$ cat src/rtl/inst_issue_unit.sv
// Instruction issue unit.
// A small program buffer is loaded while idle. A run issues the words one at a
// time to the datapath with a valid/ready handshake. The run can single-step,
// be aborted, and stops at a zero (halt) word or after the last buffer entry.
//
// state | meaning
// IDLE  | waiting for start; buffer writes accepted
// ISSUE | presenting buf[pc] to the datapath
// PAUSE | step mode: waiting for a step pulse
// DONE  | one-cycle end-of-run pulse
module inst_issue_unit #(
    parameter int DEPTH  = 8,
    parameter int DATA_W = 32
) (
    input  logic                      clk,
    input  logic                      rst,
    input  logic                      load_we,
    input  logic [$clog2(DEPTH)-1:0]  load_addr,
    input  logic [DATA_W-1:0]         load_data,
    input  logic                      start,
    input  logic                      step_mode,
    input  logic                      step,
    input  logic                      abort,
    input  logic                      inst_ready,
    output logic [DATA_W-1:0]         inst_ex,
    output logic                      inst_valid,
    output logic [$clog2(DEPTH)-1:0]  pc,
    output logic [$clog2(DEPTH):0]    issue_count,
    output logic                      busy,
    output logic                      done
);

    localparam int AW = $clog2(DEPTH);
    localparam logic [AW-1:0] PC_LAST = AW'(DEPTH - 1);

    typedef enum logic [1:0] {
        IDLE  = 2'd0,
        ISSUE = 2'd1,
        PAUSE = 2'd2,
        DONE  = 2'd3
    } state_t;

    state_t             state_q, state_d;
    logic [AW-1:0]      pc_q, pc_d;
    logic [AW:0]        cnt_q, cnt_d;
    logic [DATA_W-1:0]  mem_q [DEPTH];

    logic [DATA_W-1:0]  cur_word;
    logic               halt;
    logic               xfer;
    logic               last;
    logic               mem_we;

    assign cur_word = mem_q[pc_q];
    assign halt     = (cur_word == '0);
    assign last     = (pc_q == PC_LAST);
    assign mem_we   = (state_q == IDLE) && load_we;

    // Outputs are gated by rst so they drop immediately, without waiting for a clock.
    assign inst_valid  = !rst && (state_q == ISSUE) && !halt;
    assign inst_ex     = inst_valid ? cur_word : '0;
    assign busy        = !rst && ((state_q == ISSUE) || (state_q == PAUSE));
    assign done        = !rst && (state_q == DONE);
    assign pc          = pc_q;
    assign issue_count = cnt_q;
    assign xfer        = inst_valid && inst_ready;

    // Program buffer: written only while idle, cleared by reset.
    always_ff @(posedge clk or posedge rst) begin
        if (rst) begin
            for (int i = 0; i < DEPTH; i++) begin
                mem_q[i] <= '0;
            end
        end else if (mem_we) begin
            mem_q[load_addr] <= load_data;
        end
    end

    // State, program counter and transfer counter registers.
    always_ff @(posedge clk or posedge rst) begin
        if (rst) begin
            state_q <= IDLE;
            pc_q    <= '0;
            cnt_q   <= '0;
        end else begin
            state_q <= state_d;
            pc_q    <= pc_d;
            cnt_q   <= cnt_d;
        end
    end

    // Next-state logic; a transfer is counted even when abort picks the next state.
    always_comb begin
        state_d = state_q;
        pc_d    = pc_q;
        cnt_d   = cnt_q;
        case (state_q)
            IDLE: begin
                if (start) begin
                    state_d = ISSUE;
                    pc_d    = '0;
                    cnt_d   = '0;
                end
            end
            ISSUE: begin
                if (xfer) begin
                    cnt_d = cnt_q + 1'b1;
                    if (!last) begin
                        pc_d = pc_q + 1'b1;
                    end
                end
                if (abort) begin
                    state_d = IDLE;
                end else if (halt) begin
                    state_d = DONE;
                end else if (xfer) begin
                    if (last) begin
                        state_d = DONE;
                    end else if (step_mode) begin
                        state_d = PAUSE;
                    end else begin
                        state_d = ISSUE;
                    end
                end
            end
            PAUSE: begin
                if (abort) begin
                    state_d = IDLE;
                end else if (step) begin
                    state_d = ISSUE;
                end
            end
            DONE: begin
                state_d = IDLE;
            end
            default: begin
                state_d = IDLE;
            end
        endcase
    end

endmodule

$ cat config.mk
export PLATFORM = sky130hd
export DESIGN_NAME = inst_issue_unit
export DESIGN_NICKNAME = d
export VERILOG_FILES = /design/src/rtl/inst_issue_unit.sv
export SDC_FILE = /design/constraint.sdc
export NUM_CORES = 1
export LEC_CHECK = 0
export BUFFER_PORTS_ARGS = -buffer_cell sky130_fd_sc_hd__buf_4
export CORE_MARGIN = 1.5
export CORE_UTILIZATION = 45
export CTS_CLUSTER_SIZE = 16
export DETAILED_ROUTE_END_ITERATION = 8
export PLACE_DENSITY = 0.69
export SLEW_MARGIN = 20
export SYNTH_ARGS = -nofsm -noshare
export SYNTH_HDL_FRONTEND = slang
export SYNTH_SLANG_ARGS = --single-unit
$ cat constraint.sdc
create_clock -name clk -period 10.6 [get_ports clk]
set_clock_uncertainty 0.1 [all_clocks]
set_input_delay 0.53 -clock clk [delete_from_list [all_inputs] [get_ports clk]]
set_output_delay 0.53 -clock clk [all_outputs]
set_load 0.01 [all_outputs]
Word-level counts from Yosys, hierarchy flattened
Cells that the tools add are included.

Bits in registers: 265. Word-level logic and storage cells: 66. Output and inout bits: 42. Bits of input ports: 43.

Reduce and logical (&&, ||, !) cells: 16. $lt $le $gt $ge: 3. Multiplexer cells: 23. Equality and inequality tests: 9. Bitwise operators: 2. Add/sub/neg operators: 2.

Operator list (count): $bwmux 256 (1); $mux 32 (4); $bmux 32 s3 (1); $demux 32 s3 (1); $logic_not 32->1 (1); $mux 2 (8); $mux 3 (3); $ge 4x4->1 const B (2); $mux 4 (2); $not 3->4 (2); $pmux 2 s4 (1); $pmux 4 s2 (1); $logic_and 1x1->1 (7); $ne 2x2->1 const B (3); $pmux 3 s2 (1); $reduce_and 3->1 (2); $add 4x1->4 const B (1); $eq 2x2->1 const B (2); $lt 4x1->1 const B (1); $ne 4x4->1 const B (1); $reduce_and 4->1 (1); $add 3x1->3 const B (1); $eq 3x3->1 const B (1); $ne 3x3->1 const B (1); 5 further kinds (6).

Logic depth before layout (Yosys ltp)
Gate-level depths: netlist (run 1).

Depth in word-level cells: 12. Mapped depth: 14.

Worst setup path before layout (run 1)
Ideal clock, no wire load.

Path type: input -> output. Start point: in rst. End point: out inst_ex[14]. Path buffers: 0. Arrival: 7.417 ns. Stages: 4. Slack: 2.553 ns. Cell sequence: inv_1 -> nand3_2 -> inv_1 -> and3_1.

Word-level cells in the longest chain between the ends: 4.

Ends and longest elaborated chain: start, declared (RTL line 16) `input logic rst,`; $logic_not 1->1 (no line); $logic_and 1x1->1 (2 in a row) (RTL line 60) `assign inst_valid = !rst && (state_q == ISSUE) && !halt;`; via inst_valid (RTL line 26) `output logic inst_valid,`; $mux 32 (RTL line 61) `assign inst_ex = inst_valid ? cur_word : '0;`; end, declared (RTL line 25) `output logic [DATA_W-1:0] inst_ex,`.

The timed path passes the listed nets, and every way through them passes these cells.

Final worst setup path (run 1)
Start point: reg pc_q[1] (netlist: pc[1]). End point: out inst_ex[2].

Word-level cells in the longest chain between the ends: 8.

Ends and longest elaborated chain: start, declared (RTL line 44) `logic [AW-1:0] pc_q, pc_d;`; start signal, assigned (RTL line 87) `pc_q <= pc_d;`; $not 3->4 (not written as such) (*) (RTL line 54) `assign cur_word = mem_q[pc_q];`; $bmux 32 s3 (*) (RTL line 54); $mux 32 (not written as such) (*) (2 in a row) (RTL line 54); $logic_not 32->1 (RTL line 55) `assign halt = (cur_word == '0);`; $logic_not 1->1 (RTL line 60); $logic_and 1x1->1 (RTL line 60); $mux 32 (*) (RTL line 61).

Mark *: on every way between the ends. The rest lies on a longest branch, timed or not. The select of a mux whose other input is x is not followed.

==> metrics.md, run 1 <==
| Metric | Value |
|---|---|
| Die span in y | `170 um` |
| Core area | `27700 um2` |
| Drt drc | `0` |
| Number of synthesized flops with an enable pin | `0` |
| Cell with the most instances after synthesis | `dfrtp_1` |
| Ys flop type | `dfrtp_1` |
| Ratio of final minimum period to clock period | `57.1%` |
| DIE WIDTH | `170 um` |
| Wire length per cell | `21.8 um` |
| Critical path startpoint category | `flop` |
| R2R cell count | `9` |
| DPL Wire Length | `17600 um` |
| Endpoints failing hold | `0` |
| Utilization after layout | `52.5%` |
| Layout area overhead | `15.3%` |
| Power per standard cell area | `286 nW/um2` |
| Max Cap Violations | `0` |
| Design area | `14500 um2` |
| VDD IR max | `0.115 mV` |
| Critical path's top delay family | `simple AND/OR/NAND/NOR gates` |
| RR Endpoint | `pc[0]` |
| Footprint of the multi-input gates | `5730 um2` |
| Layout cells sized above 1 | `49.5%` |
| Number of global-route vias before repair | `8099` |
| Cts repair resizes | `0` |
| Fin Setup TNS | `0 ps` |
| DR iter-0 viols | `525` |
| Worst Hold Class | `primary input to async pin` |
| FMAX | `165 MHz` |
| Worst Setup End Kind | `output pin` |
| WS Path Type | `flop to output pin` |
| Postcts setup bufs | `0` |
| Io pins | `85` |
| Crit Path Max Fanout | `53` |
| Avg Inst Size Synth | `14.5 um2` |
| Post-Syn Area | `12600 um2` |
| H-tree Lvls | `1` |
| Tightest Pin Transition | `1040 ps` |
| GP Congestion | `0.815` |
| Unrepaired setup endpoints after global routing | `no` |
| Worst skew pair latency | `540 ps` |
| Port-buffer cells | `84` |
| Commonest cells post-synth | `265 x dfrtp_1, 259 x mux2_2, 50 x mux4_2` |
| WP buf/inv | `3` |
| Setup violations, final | `0` |
| CTS tree | `done` |
| Relative slew slack | `30.5%` |
| FF/Latch Area | `6640 um2` |
| Max clock buf depth | `3` |
| Area leader, netlist | `dfrtp_1` |
| Total gr overflow | `0` |
| Final worst path period need | `6050 ps` |
| Yosys top cell area share | `52.6%` |
| Ranking of synthesized cells by area | `dfrtp_1 53%, mux2_2 23%, mux4_2 8.9%, mux2i_1 3.1%, a22oi_1 0.95%` |
| Power Total | `4.16 mW` |
| Worst R2R Start | `pc[1]` |
| Clock Tree Root | `clkbuf_16` |
| Yosys cell types | `61` |
| Initial antenna violation count | `0` |
| Critical path, cell by cell | `buf_4 -> mux4_1 -> mux2i_1 -> nand4_1 -> or4b_1 -> or4_4 -> nand3_2 -> inv_1 -> and3_1 -> buf_4` |
| Placed cell area | `13600 um2` |
| #FFs+latches synth | `265` |
| Asr flop ratio synth | `100%` |
| Slowest-stage cell, CP | `buf_4` |
| Clk slew on worst S/H paths | `60 ps` |
| P_leak | `6.17 nW` |
| Clk sinks | `265` |
| Warnings from Yosys | `0` |
| Fillcell total | `2324` |
| Post-Syn Instances | `871` |
| Cts hold-fix bufs | `0` |
| Seq/Total Area, Yosys | `52.6%` |
| Post-Syn Nets | `921` |
| Clock buffer count from CTS | `29` |
| DRT Pass-1 Iters | `4` |
| GRT Total Usage | `20.9%` |
| Diodes inserted | `0` |
| Largest net degree at the start of global routing | `171` |
| Avg Vias per Cell | `5.72` |
| Num rows | `61` |
| Status | `finished, final reports clean` |
| Max stage delay on crit path | `750 ps` |
| Nets | `991` |
| First-pass GRT wire length | `46700 um` |
| Total Wirelength | `29100 um` |
| Min Hold Slack | `5.10 ps` |
| Initial Utilization | `45.5%` |
| Crit path arrival time | `5420 ps` |
| Routed via count | `7654` |
| Die area | `29100 um2` |
| Crit-path most repeated cell | `buf_4` |
| Reg2Reg Setup Slack | `6120 ps` |
| Detail Route Antenna Nets | `0` |
| Worst path required time | `9970 ps` |
| Pins over their slew limit | `0` |
flip-flops by register name (all words and copies together), names as in the netlist:
| name | count |
|---|---|
| mem_q | 256 |
| issue_count | 4 |
| pc | 3 |
| state_q | 2 |
cell families after synthesis:
group	share of synthesized area (%)
fa+ha+maj	0.694
flops	52.6
buf+inv	2.40
compound gates	3.44
mux	35.5
simple gates	5.36
how the worst max path moves through the flow:
stage / startpoint / end / slack [ps] / cells after the start
6_report: pc[1] / inst_ex[2] / 4550 / 10
5_1_grt: pc[1] / inst_ex[3] / 4290 / 10
4_1_cts: pc[1] / inst_ex[26] / 4530 / 10
3_5_place_dp: pc[1] / inst_ex[26] / 5120 / 10
3_3_place_gp: pc[1] / inst_ex[3] / 5150 / 10
2_1_floorplan: rst / inst_ex[14] / 2550 / 4
per-layer routing:
layer	share of wire [%]	routed length [um]	up-vias	track usage (%)
li1	-	-	3390	-
met4	2.1	603	0	5.43
met2	47	13800	144	34.0
met5	0	0	-	0
met3	3.9	1140	56	3.19
met1	47	13600	4064	29.3
per-stage QoR:
stage | worst slack (ps) | std cells
4_1_cts | 4530 | 1337
5_1_grt | 4290 | 1337
3_5_place_dp | 5120 | 1288
3_3_place_gp | 5150 | 1288
6_report | 4550 | 1337
2_1_floorplan | 2550 | 871
where the power goes:
group	total (mW)	switching (mW)	internal [mW]
logic	1.38	0.567	0.808
registers	1.80	0.300	1.50
clock network	0.989	0.395	0.594
cell usage in the layout (no fill, tap or decap), drive strengths merged, types with 6 or more instances in the layout:
cell      n
a21oi    10
a22oi    16
and3      9
buf      94
clkbuf   41
clkinv    6
dfrtp   265
ha        7
inv      10
mux2    259
mux2i    39
mux4     52
nand2    24
nand2b    6
nor2     30
nor3      7
nor4      6
o21ai     8
or2       8
final cells by class:
type,count,area share [%]
timing repair buffer,94,4.94
clock buffer,41,5.78
sequential,265,45.6
tap,378,3.25
multi-input combinational,540,39.4
clock inverter,8,0.637
inverter,11,0.336
No activity file was read; power rests on OpenSTA's default activity.
==> run 2: changes to the inputs <==
==> constraint.sdc (replaced) <==
create_clock -name clk -period 6.3 [get_ports clk]
set_clock_uncertainty 0.1 [all_clocks]
set_input_delay 0.315 -clock clk [delete_from_list [all_inputs] [get_ports clk]]
set_output_delay 0.315 -clock clk [all_outputs]
set_load 0.01 [all_outputs]
==> metrics.md, run 2 (synthesized netlist as in run 1, its figures left out) <==
| Metric | Value |
|---|---|
| DPL Wire Length | `17800 um (+1.4%)` |
| Crit Path Max Fanout | `37 (-30%)` |
| Worst Hold Class | `primary input to flop` |
| Clk sinks | `265 (unchanged)` |
| Routed via count | `7815 (+2.1%)` |
| Endpoints failing hold | `0 (unchanged)` |
| GRT Total Usage | `20.8% (-0.052 points)` |
| Clk slew on worst S/H paths | `60 ps (about the same)` |
| Crit path arrival time | `4970 ps (-450 ps)` |
| Number of global-route vias before repair | `8170 (+0.88%)` |
| Ratio of final minimum period to clock period | `85.5%` |
| Largest net degree at the start of global routing | `159 (-7.0%)` |
| Avg Vias per Cell | `5.68 (-0.79%)` |
| Die span in y | `170 um (unchanged)` |
| Most frequent cells in the layout | `262 x dfrtp_1, 259 x mux2_2, 97 x buf_4` |
| CTS tree | `done` |
| Die area | `29100 um2 (unchanged)` |
| Setup violations, final | `0 (unchanged)` |
| Unrepaired setup endpoints after global routing | `no` |
| Core area | `27700 um2 (unchanged)` |
| Pins over their slew limit | `0 (unchanged)` |
| Initial antenna violation count | `1 (+1)` |
| Clock buffer count from CTS | `29 (unchanged)` |
| Port-buffer cells | `84 (unchanged)` |
| Total gr overflow | `0 (unchanged)` |
| Io pins | `85 (unchanged)` |
| Wire length per cell | `21.2 um (-2.9%)` |
| Final cell count without fillers | `1376 (+2.9%)` |
| Reg2Reg Setup Slack | `2190 ps (-3930 ps)` |
| Num rows | `61 (unchanged)` |
| Tightest Pin Transition | `1050 ps (+4.26 ps)` |
| DIE WIDTH | `170 um (unchanged)` |
| Critical path startpoint category | `flop` |
| Power Total | `7.05 mW (+69%)` |
| DR iter-0 viols | `523 (-0.38%)` |
| First-pass GRT wire length | `46900 um (+0.37%)` |
| Layout cells sized above 1 | `48.2% (-1.3 points)` |
| WS Path Type | `flop to output pin` |
| Worst Setup End Kind | `output pin` |
| Biggest register | `mem_q` |
| Total Wirelength | `29100 um (about the same)` |
| Most common cell after layout, fill and taps aside | `dfrtp_1` |
| Initial Utilization | `45.5% (unchanged)` |
| GP Congestion | `0.805 (-1.3%)` |
| Status | `finished, final reports clean` |
| H-tree Lvls | `1 (unchanged)` |
| Detail Route Antenna Nets | `0 (unchanged)` |
| Worst skew pair latency | `540 ps (about the same)` |
| Relative slew slack | `30.1% (-0.43 points)` |
| Fillcell total | `2267 (-2.5%)` |
| Crit-path most repeated cell | `a22oi_1` |
| Max Cap Violations | `0 (unchanged)` |
| Max stage delay on crit path | `960 ps (+210 ps)` |
| Slowest-stage cell, CP | `dfrtp_2` |
| VDD IR max | `0.237 mV (+110%)` |
| Power per standard cell area | `472 nW/um2 (+65%)` |
| P_leak | `6.33 nW (+2.6%)` |
| Final worst path period need | `5390 ps` |
| Max clock buf depth | `3 (unchanged)` |
| FMAX | `186 MHz` |
| Critical path, cell by cell | `nor2b_1 -> a22oi_1 -> a22oi_1 -> nand4_1 -> or4_4 -> nand3_2 -> inv_1 -> and3_1 -> buf_4` |
| Largest register FFs | `256 (unchanged)` |
| Nets | `1028 (+3.7%)` |
| Utilization after layout | `53.9% (+1.4 points)` |
| Drt drc | `0 (unchanged)` |
| Cts repair resizes | `0 (unchanged)` |
| Dpl cells | `1292 (+0.31%)` |
| Layout area overhead | `18.3%` |
| DRT Pass-1 Iters | `5 (+1)` |
| Clock Tree Root | `clkbuf_16` |
| Worst path required time | `5880 ps (-4090 ps)` |
| Fin Setup TNS | `0 ps (unchanged)` |
==> run 2: final timing paths <==
check,start,end,depth (start not counted)
setup / recovery,pc[2],inst_ex[3],9
hold / removal,load_data[23],mem_q[23],2
setup reg to reg,pc[2],pc[0],8
hold reg to reg,mem_q[235],mem_q[235],1
max in group asynchronous,rst,mem_q[220],5
min in group asynchronous,rst,mem_q[246],4
==> run 2: where the power goes <==
group | total, mW | internal, mW | switching (mW)
Clock | 1.71 | 1.04 | 0.673
Combinational | 2.27 | 1.38 | 0.897
Sequential | 3.07 | 2.52 | 0.548
==> run 2: through the flow <==
step | setup WS (ps) | hold slack [ps] | cell area [um2]
finish | 915 | 23.2 | 14900
global route | 734 | 3.79 | 14900
CTS | 895 | 1.48 | 14900
detailed placement | 1490 | 389 | 13600
global placement | 1520 | 380 | 13600
floorplan | 609 | 366 | 12600
==> run 2: final cells by class <==
type                            instances  area (um2)  share of cell area [%]
Sequential cell                       265        6640                    44.5
Clock inverter                         14         175                    1.17
Tap cell                              378         473                    3.17
Multi-Input combinational cell        540        5730                    38.4
Clock buffer                           36         782                    5.24
Timing Repair Buffer                  131        1080                    7.23
Inverter                               11        45.0                   0.302
Antenna cell                            1        2.50                  0.0168
==> run 2: layer usage <==
metal  GRT usage, %  routed length [um]  vias to the layer above
li1               -                   -                     3484
met1           29.8               13500                     4113
met2           34.0               13900                      183
met3           2.37                1270                       35
met4           5.04                 448                        0
met5              0                   0                        -
==> run 2: worst max-delay path, delay by kind of cell, from the launching register on <==
kind                   cells  cell delay [ps]
AND/OR/NAND/NOR            5             2500
AO/OA/AOI/OAI              2              500
buffers and inverters      2              410
flip-flops                 1              960
==> run 2: timing repair <==
action                                 4_1_cts  5_1_grt
endpoints found under the hold margin      299        0
hold buffers                                33        0
buffers inserted                             0        0
